## config.mk

```make
export PLATFORM = sky130hd
export DESIGN_NAME = fir_mac_sequencer
export DESIGN_NICKNAME = d
export VERILOG_FILES = /design/src/rtl/fir_pkg.sv /design/src/rtl/fir_delay_line.sv /design/src/rtl/fir_mac_sequencer.sv
export SDC_FILE = /design/constraint.sdc
export NUM_CORES = 2
export LEC_CHECK = 0
export CORE_MARGIN = 8
export CORE_UTILIZATION = 64
export DETAILED_ROUTE_END_ITERATION = 6
export GPL_ROUTABILITY_DRIVEN = 0
export PLACE_DENSITY = 0.81
export SETUP_SLACK_MARGIN = 0.1
export SLEW_MARGIN = 20
export SYNTH_ARGS = -nofsm -noshare
export SYNTH_HDL_FRONTEND = slang
export SYNTH_HIERARCHICAL = 1
export SYNTH_SLANG_ARGS = --single-unit
```

## constraint.sdc

```tcl
create_clock -name clk -period 11.7 [get_ports clk]
set_clock_uncertainty 0.05 [all_clocks]
set_input_delay 3.51 -clock clk [delete_from_list [all_inputs] [get_ports clk]]
set_output_delay 3.51 -clock clk [all_outputs]
set_load 0.01 [all_outputs]
```

## src/rtl/fir_pkg.sv

```systemverilog
// Shared types and constants for the FIR MAC sequencer.
// Holds the FSM state enum, address width and sizing helpers.
package fir_pkg;

  localparam int ADDR_W = 10;

  typedef enum logic [2:0] {
    IDLE,
    MAC,
    DRAIN,
    ROUND,
    OUT
  } fir_state_e;

  function automatic int acc_width(
    input int dw,
    input int cw,
    input int taps
  );
    return dw + cw + $clog2(taps);
  endfunction

  function automatic int cnt_width(input int n);
    return (n > 1) ? $clog2(n) : 1;
  endfunction

endpackage

```

## src/rtl/fir_delay_line.sv

```systemverilog
// Sample ring for the FIR engine: synchronous write at the write
// pointer, combinational read addressed by tap offset from newest.
module fir_delay_line
  import fir_pkg::*;
#(
  parameter int TAPS   = 64,
  parameter int DATA_W = 24
) (
  input  logic                          clk,
  input  logic                          reset_n,
  input  logic                          wr_en_i,
  input  logic [DATA_W-1:0]             wr_data_i,
  input  logic [cnt_width(TAPS)-1:0]    rd_off_i,
  output logic [DATA_W-1:0]             rd_data_o
);

  localparam int PTR_W = cnt_width(TAPS);
  localparam logic [PTR_W-1:0] LAST = PTR_W'(TAPS - 1);

  logic [DATA_W-1:0] ring_q [TAPS];
  logic [PTR_W-1:0]  wptr_q;
  logic [PTR_W-1:0]  newest_q;
  logic [PTR_W-1:0]  rd_idx;

  always_ff @(posedge clk or negedge reset_n) begin
    if (!reset_n) begin
      for (int i = 0; i < TAPS; i++) begin
        ring_q[i] <= '0;
      end
      wptr_q   <= '0;
      newest_q <= LAST;
    end else if (wr_en_i) begin
      ring_q[wptr_q] <= wr_data_i;
      newest_q       <= wptr_q;
      wptr_q         <= (wptr_q == LAST) ? '0 : wptr_q + 1'b1;
    end
  end

  // (newest - off) mod TAPS; for power-of-two TAPS the add wraps to 0
  always_comb begin
    if (newest_q >= rd_off_i) begin
      rd_idx = newest_q - rd_off_i;
    end else begin
      rd_idx = PTR_W'(TAPS) + newest_q - rd_off_i;
    end
  end

  assign rd_data_o = ring_q[rd_idx];

endmodule

```

## src/rtl/fir_mac_sequencer.sv

```systemverilog
// Single-channel FIR: one sample in, TAPS coefficient reads, one out.
// Build option FIR_SAT_EN: saturate the rounded result instead of wrapping.
module fir_mac_sequencer
  import fir_pkg::*;
#(
  parameter int TAPS      = 64,
  parameter int DATA_W    = 24,
  parameter int COEF_W    = 16,
  parameter int COEF_BASE = 0
) (
  input  logic              clk,
  input  logic              reset_n,
  input  logic [DATA_W-1:0] asi_data,
  input  logic              asi_valid,
  output logic              asi_ready,
  output logic [DATA_W-1:0] aso_data,
  output logic              aso_valid,
  input  logic              aso_ready,
  output logic [ADDR_W-1:0] avm_address,
  output logic              avm_chipselect,
  output logic              avm_write,
  output logic [3:0]        avm_byteenable,
  input  logic [31:0]       avm_readdata
);

  localparam int ACC_W  = acc_width(DATA_W, COEF_W, TAPS);
  localparam int K_W    = cnt_width(TAPS);
  localparam int PROD_W = DATA_W + COEF_W;
  localparam logic [K_W-1:0] K_LAST = K_W'(TAPS - 1);
  localparam logic signed [ACC_W-1:0] RND_C =
    {{(ACC_W-1){1'b0}}, 1'b1} << (COEF_W - 2);

  fir_state_e state_q, state_d;
  logic [K_W-1:0]           k_q, k_d;
  logic [K_W-1:0]           tap_q;
  logic                     rd_vld_q;
  logic signed [ACC_W-1:0]  acc_q, acc_d;
  logic [DATA_W-1:0]        dout_q, dout_d;

  logic                     accept;
  logic [DATA_W-1:0]        x_raw;
  logic signed [DATA_W-1:0] x_tap;
  logic signed [COEF_W-1:0] coef;
  logic signed [PROD_W-1:0] x_ext, c_ext, prod;
  logic signed [ACC_W-1:0]  prod_ext;
  logic [DATA_W-1:0]        narrow;
  logic                     unused_rd;

  assign accept = (state_q == IDLE) && asi_valid;

  fir_delay_line #(
    .TAPS   (TAPS),
    .DATA_W (DATA_W)
  ) u_dly (
    .clk       (clk),
    .reset_n   (reset_n),
    .wr_en_i   (accept),
    .wr_data_i (asi_data),
    .rd_off_i  (tap_q),
    .rd_data_o (x_raw)
  );

  assign x_tap     = x_raw;
  assign coef      = avm_readdata[COEF_W-1:0];
  assign unused_rd = ^avm_readdata[31:COEF_W];

  assign x_ext    = {{COEF_W{x_tap[DATA_W-1]}}, x_tap};
  assign c_ext    = {{DATA_W{coef[COEF_W-1]}}, coef};
  assign prod     = x_ext * c_ext;
  assign prod_ext = {{(ACC_W-PROD_W){prod[PROD_W-1]}}, prod};

`ifdef FIR_SAT_EN
  logic signed [ACC_W-1:0] shifted;
  logic [ACC_W-DATA_W:0]   hi;

  assign shifted = (acc_q + RND_C) >>> (COEF_W - 1);
  assign hi      = shifted[ACC_W-1:DATA_W-1];

  always_comb begin
    if (&hi || ~|hi) begin
      narrow = shifted[DATA_W-1:0];
    end else if (hi[ACC_W-DATA_W]) begin
      narrow = {1'b1, {(DATA_W-1){1'b0}}};
    end else begin
      narrow = {1'b0, {(DATA_W-1){1'b1}}};
    end
  end
`else
  assign narrow = DATA_W'((acc_q + RND_C) >>> (COEF_W - 1));
`endif

  always_comb begin
    state_d = state_q;
    k_d     = k_q;
    acc_d   = acc_q;
    dout_d  = dout_q;
    unique case (state_q)
      IDLE: begin
        if (asi_valid) begin
          acc_d   = '0;
          k_d     = '0;
          state_d = MAC;
        end
      end
      MAC: begin
        if (k_q == K_LAST) begin
          k_d     = '0;
          state_d = DRAIN;
        end else begin
          k_d = k_q + 1'b1;
        end
      end
      DRAIN: state_d = ROUND;
      ROUND: begin
        dout_d  = narrow;
        state_d = OUT;
      end
      OUT: begin
        if (aso_ready) begin
          state_d = IDLE;
        end
      end
      default: state_d = IDLE;
    endcase
    // coefficient read issued last cycle lands now
    if (rd_vld_q) begin
      acc_d = acc_q + prod_ext;
    end
  end

  always_ff @(posedge clk or negedge reset_n) begin
    if (!reset_n) begin
      state_q  <= IDLE;
      k_q      <= '0;
      tap_q    <= '0;
      rd_vld_q <= 1'b0;
      acc_q    <= '0;
      dout_q   <= '0;
    end else begin
      state_q  <= state_d;
      k_q      <= k_d;
      tap_q    <= k_q;
      rd_vld_q <= (state_q == MAC);
      acc_q    <= acc_d;
      dout_q   <= dout_d;
    end
  end

  assign asi_ready      = (state_q == IDLE);
  assign aso_valid      = (state_q == OUT);
  assign aso_data       = dout_q;
  assign avm_chipselect = (state_q == MAC);
  assign avm_address    = (state_q == MAC)
                        ? ADDR_W'(COEF_BASE) + ADDR_W'(k_q)
                        : ADDR_W'(COEF_BASE);
  assign avm_write      = 1'b0;
  assign avm_byteenable = 4'hF;

endmodule
```

# Word-level counts from Yosys, hierarchy flattened
# Cells that the tools add are included.
op_classes:
  reduce_logical: 9
  eq_ne: 9
  multipliers: 1
  mux: 18
  n_lt_le_gt_ge: 3
  add_sub_neg: 5
  n_bitwise: 2
op_table:
  columns: ["operator", "n"]
  rows:
  - ["1536-bit bitwise mux", 1]
  - ["24-bit binary-select mux with 6-bit select", 1]
  - ["24-bit demux with 6-bit select", 1]
  - ["46-bit 2-to-1 mux", 3]
  - ["24-bit 2-to-1 mux", 3]
  - ["46-bit by 40-bit adder with 46-bit output", 1]
  - ["24-bit by 16-bit multiplier with 40-bit output", 1]
  - ["39-bit by 16-bit adder with 39-bit output (second input constant)", 1]
  - ["6-bit 2-to-1 mux", 4]
  - ["3-bit one-hot mux with 5 select lines", 1]
  - ["7-bit greater-or-equal comparator (second input constant)", 2]
  - ["6-bit inverter with 7-bit output", 2]
  - ["6-bit by 1-bit adder with 6-bit output (second input constant)", 2]
  - ["6-bit == test (second input constant)", 2]
  - ["6-bit one-hot mux with 2 select lines", 1]
  - ["3-bit 2-to-1 mux", 3]
  - ["7-bit by 1-bit < comparator with 1-bit output (second input constant)", 1]
  - ["3-bit by 2-bit == test with 1-bit output (second input constant)", 2]
  - ["2-bit nonzero test", 3]
  - ["6-bit subtractor", 1]
  - ["2-bit by 1-bit != test with 1-bit output (second input constant)", 2]
  - ["2-bit AND reduction", 2]
  - ["3-bit by 1-bit == test with 1-bit output (second input constant)", 1]
  - ["3-bit == test (second input constant)", 1]
  - ["4 further kinds", 5]
totals:
  out_inout_bits: 42
  regBits: 1634
  inputBits: 60

# Longest topological paths before layout
logic_depth:
  word_depth: 8
  mapped_depth: 36

# Modules after synthesis
# Netlist, hierarchy kept.
by_module_without_submodules:
  columns: ["mod", "area_per_inst_um2", "cells_each", "instances", "seq_area_each_um2"]
  rows:
  - ["fir_delay_line", 71703.8, 4415, 1, 38744.7]
  - ["fir_mac_sequencer", 18270.0, 1992, 1, 1976.9]

# Least setup slack after synthesis
# No wires, ideal clock.
synth_timing:
  path_type: "input to register"
  start: "input avm_readdata[1]"
  end: "register acc_q[36]"
  arrival_ns: 9.172
  path_slack_ns: 2.357
  cell_stages: 23
  setup_ns: 0.122
  cell_sequence: "clkbuf_1 -> nand2_1 -> inv_1 -> fa_1 -> inv_1 -> fa_1 -> fa_1 -> inv_1 -> fa_1 -> fa_1 -> inv_1 -> fa_1 -> inv_1 -> ha_1 -> and2_1 -> and4_1 -> a31oi_1 -> o21ai_1 -> a41oi_4 -> o21ai_2 -> a21o_1 -> a211o_1 -> a32o_1"
synth_via:
  elab_chain_len: 3
synth_lines:
  columns: ["item", "line", "source"]
  rows:
  - ["from (decl)", "fir_mac_sequencer.sv:23", "input logic [31:0] avm_readdata"]
  - ["24-bit by 16-bit multiplier with 40-bit output", "fir_mac_sequencer.sv:69", "assign prod = x_ext * c_ext;"]
  - ["46-bit by 40-bit adder with 46-bit output", "fir_mac_sequencer.sv:127", "acc_d = acc_q + prod_ext;"]
  - ["46-bit 2-to-1 mux", "fir_mac_sequencer.sv:126", "if (rd_vld_q) begin"]
  - ["to (signal assigned)", "fir_mac_sequencer.sv:137", "acc_q <= '0;"]
  - ["to (signal assigned)", "fir_mac_sequencer.sv:144", "acc_q <= acc_d;"]
  - ["to (decl)", "fir_mac_sequencer.sv:37", "logic signed [ACC_W-1:0] acc_q, acc_d;"]
# No other way between the ends.
# A chain may end at the register's enable or synchronous reset.

# Final worst setup path
layout_timing:
  start: "register u_dly.newest_q[0]"
  end: "register acc_q[36]"
layout_via:
  elab_chain_len: 8
layout_lines:
  columns: ["item", "line", "source"]
  rows:
  - ["from (decl)", "fir_delay_line.sv:22", "logic [PTR_W-1:0] newest_q;"]
  - ["from (signal assigned)", "fir_delay_line.sv:34", "newest_q <= wptr_q;"]
  - ["6-bit subtractor", "fir_delay_line.sv:42, fir_delay_line.sv:44", null]
  - ["6-bit inverter with 7-bit output (implied by the code)", "fir_delay_line.sv:48", "assign rd_data_o = ring_q[rd_idx];"]
  - ["24-bit binary-select mux with 6-bit select", "fir_delay_line.sv:48", null]
  - ["24-bit 2-to-1 mux (implied by the code) (2 in series)", "fir_delay_line.sv:48", null]
  - ["net x_raw[23]", "fir_mac_sequencer.sv:41", "logic [DATA_W-1:0] x_raw;"]
  - ["24-bit by 16-bit multiplier with 40-bit output", "fir_mac_sequencer.sv:69", null]
  - ["46-bit by 40-bit adder with 46-bit output", "fir_mac_sequencer.sv:127", null]
  - ["46-bit 2-to-1 mux", "fir_mac_sequencer.sv:126", null]
# The timed path passes the listed nets, and every way through them passes these cells. The select of a mux whose other input is x is not followed.

==> flow_summary.ini <==
[sta]
min_period_ns = 10.55
worst_slew_pin_slew_ns = 1.14
hold_violations = 0
final_max_slew_viol_count = 0
period_share = 0.902
relSlewSlack = 0.236
fmax_mhz = 94.8
finalSetupTns_ns = 0
finalSetupViolCount = 0
rsz0062_at_grt = no

[flow_run]
max_cap_violations = 0

[clock_network]
post-cts-setup-buffers = 0
root_buffer = clkbuf_16
cts.clk_slew.worst_paths_ns = 0.06
ctsResizeCount = 0
h-tree-depth = 4
max-clock-path-buffers = 3
numCtsBuffers = 168
cts_tree = done
ctsHoldBuffers = 0
cts_sinks = 1627
clk_latency_ns = 0.82

[place]
place_hpwl_um = 135000
portBuffers = 76

[detailed_routing]
antenna_left = 0
first_iter_violations = 4133
post-route-drc-count = 0
drt_wl_total_um = 216000
route.vias.total = 52644
first_pass_iters = 6
vias_per_cell = 6.33
wire_per_inst_um = 26.0

[setup_path]
cp_top_family = adder cells
arrival_ns = 11.16
worstSetupStartpointType = flip-flop
criticalPathCategory = flip-flop to flip-flop
critPathMaxFanout = 22
slowest_stage = fa_4
cp-end-kind = flip-flop
cp.required_ns = 12.31
critPathBufInv = 8
max_stage_delay_ns = 1.20

[floorplanning]
die-area_um2 = 153000
num_rows = 137
ios = 102
start_util = 0.645
core_region_area_um2 = 140000
fp.dieW_um = 391
die_y_um = 391

[synth]
synth_largest_area_cell = dfrtp_1
synth_edf_count = 0
synth_common_cells = dfrtp_1, mux2_2, inv_1, fa_1, mux4_2
ys_types = 80
synth_area_per_cell_um2 = 14.0
netlist_area_um2 = 90000
ys_seq_elements = 1627
ys_warn_count = 6
synthCells = 6407
synth_seq_area_share = 0.453
synth_area_leaders = dfrtp_1, mux2_2, mux4_2, fa_1, mux2i_1
synth_top_area_share = 0.451
ys_async_sr_fraction = 1.00
synth_most_common_cell = dfrtp_1
ys.flop_type = dfrtp_1

[cells_and_area]
final_nets = 6888
syn2layout_area_growth_pct = 8.63
drive_gt1_frac = 0.384

[outcome]
status = finished, final reports clean

[grt]
antenna_found_initial = 9
grt_pass1_vias = 57448
track_usage = 0.287
grt_max_degree = 181
gr-total-overflow = 0
grt_first_pass_wirelength_um = 339000

[min_path]
hold_class = flip-flop to flip-flop
-- state kept, by name, indices dropped and copies added, names as in the netlist --
name	count
acc_q	39
rd_vld_q	1
state_q	3
aso_data	24
u_dly/ring_q	1536
tap_q	6
k_q	6
u_dly/newest_q	6
u_dly/wptr_q	6
-- worst paths after layout --
kind                                               start                        endpoint  slack [ns]  cells past startpoint
max                        u_dly/newest_q[0]$_DFFE_PN1P_           acc_q[36]$_DFFE_PN0P_        1.15                     32
min                                   k_q[4]$_DFFE_PN0P_              tap_q[4]$_DFF_PN0_        0.40                      0
max reg2reg                u_dly/newest_q[0]$_DFFE_PN1P_           acc_q[36]$_DFFE_PN0P_        1.15                     32
min reg2reg                           k_q[4]$_DFFE_PN0P_              tap_q[4]$_DFF_PN0_        0.40                      0
max in group asynchronous                        reset_n  u_dly/ring_q[1371]$_DFFE_PN0P_        6.74                      3
min in group asynchronous                        reset_n            acc_q[3]$_DFFE_PN0P_        2.59                      1
-- metal layers --
| layer | up-vias | wire, um | track usage |
|---|---|---|---|
| li1 | 21975 | - | - |
| met1 | 28446 | 88800 | 0.391 |
| met2 | 1753 | 106000 | 0.470 |
| met3 | 462 | 14400 | 0.0528 |
| met5 | - | 45 | 0 |
| met4 | 8 | 7510 | 0.102 |
-- kinds of logic (layout without fill, tap and decap cells) --
kind of cell               count (synthesis)  in the layout  synth area share
DFF                                     1627           1627             0.453
adders and majority gates                525            525             0.107
and+or+nand+nor                          687            687            0.0383
xor gates and xnor gates                  74             74           0.00737
buffers and inverters                   1007           1031            0.0496
other                                      2             15         0.0000835
AOI/OAI and AO/OA                        189            189            0.0142
muxes                                   2296           2296             0.331
-- worst reg2reg max path, delay by kind of cell, from the launching register on --
family                     cells  cell delay, ns
AOI/OAI and AO/OA              7            1.51
muxes                          5            1.79
DFF                            1            0.52
and+or+nand+nor                3            0.62
adders and majority gates      9            4.78
buffers and inverters          8            1.16
-- metrics by stage --
| step | cell area [um2] | hold WS (ns) | utilization | setup slack (ns) | cells |
|---|---|---|---|---|---|
| global placement | 91900 | 0.398 | 0.659 | 1.10 | 8006 |
| global route | 97700 | 0.416 | 0.700 | 0.873 | 8315 |
| detailed placement | 91900 | 0.398 | 0.659 | 1.03 | 8006 |
| floorplan | 90000 | 0.350 | - | 2.36 | 6414 |
| finish | 97700 | 0.404 | 0.700 | 1.15 | 8320 |
| CTS | 97600 | 0.405 | 0.700 | 1.26 | 8311 |
-- final cells by class --
cell class	count	area, um2
clock inverters	52	751
multi-input cells	3780	44900
inverters	486	1820
well taps	1876	2350
fillers	9143	41800
flip-flops and latches	1627	40700
clock buffers	253	4980
repair buffers	240	2150
diodes	6	15.0
-- layout by cell type, fill, tap and decap left out, drive strengths merged, types with 4 or more instances in the layout --
cell,synthesis,routed
a211oi,5,5
a21o,23,23
a21oi,34,34
a22o,15,15
a31oi,6,6
and2,155,155
and3,14,14
and4,4,4
buf,289,189
bufinv,0,10
clkbuf,232,253
clkdlybuf4s50,0,51
clkinv,1,35
conb,2,9
dfrtp,1621,1621
dfstp,6,6
diode,0,6
fa,406,406
ha,119,119
inv,485,490
mux2,1543,1543
mux2i,369,369
mux4,384,384
nand2,340,340
nand2b,15,15
nand3,20,20
nand3b,5,5
nor2,90,90
nor2b,8,8
nor3,12,12
o21a,7,7
o21ai,71,71
o31ai,5,5
or2,5,5
xnor2,48,48
xor2,26,26
Power is not shown: default switching activity piles up to over one toggle a cycle in this logic, so the estimate is an artifact.
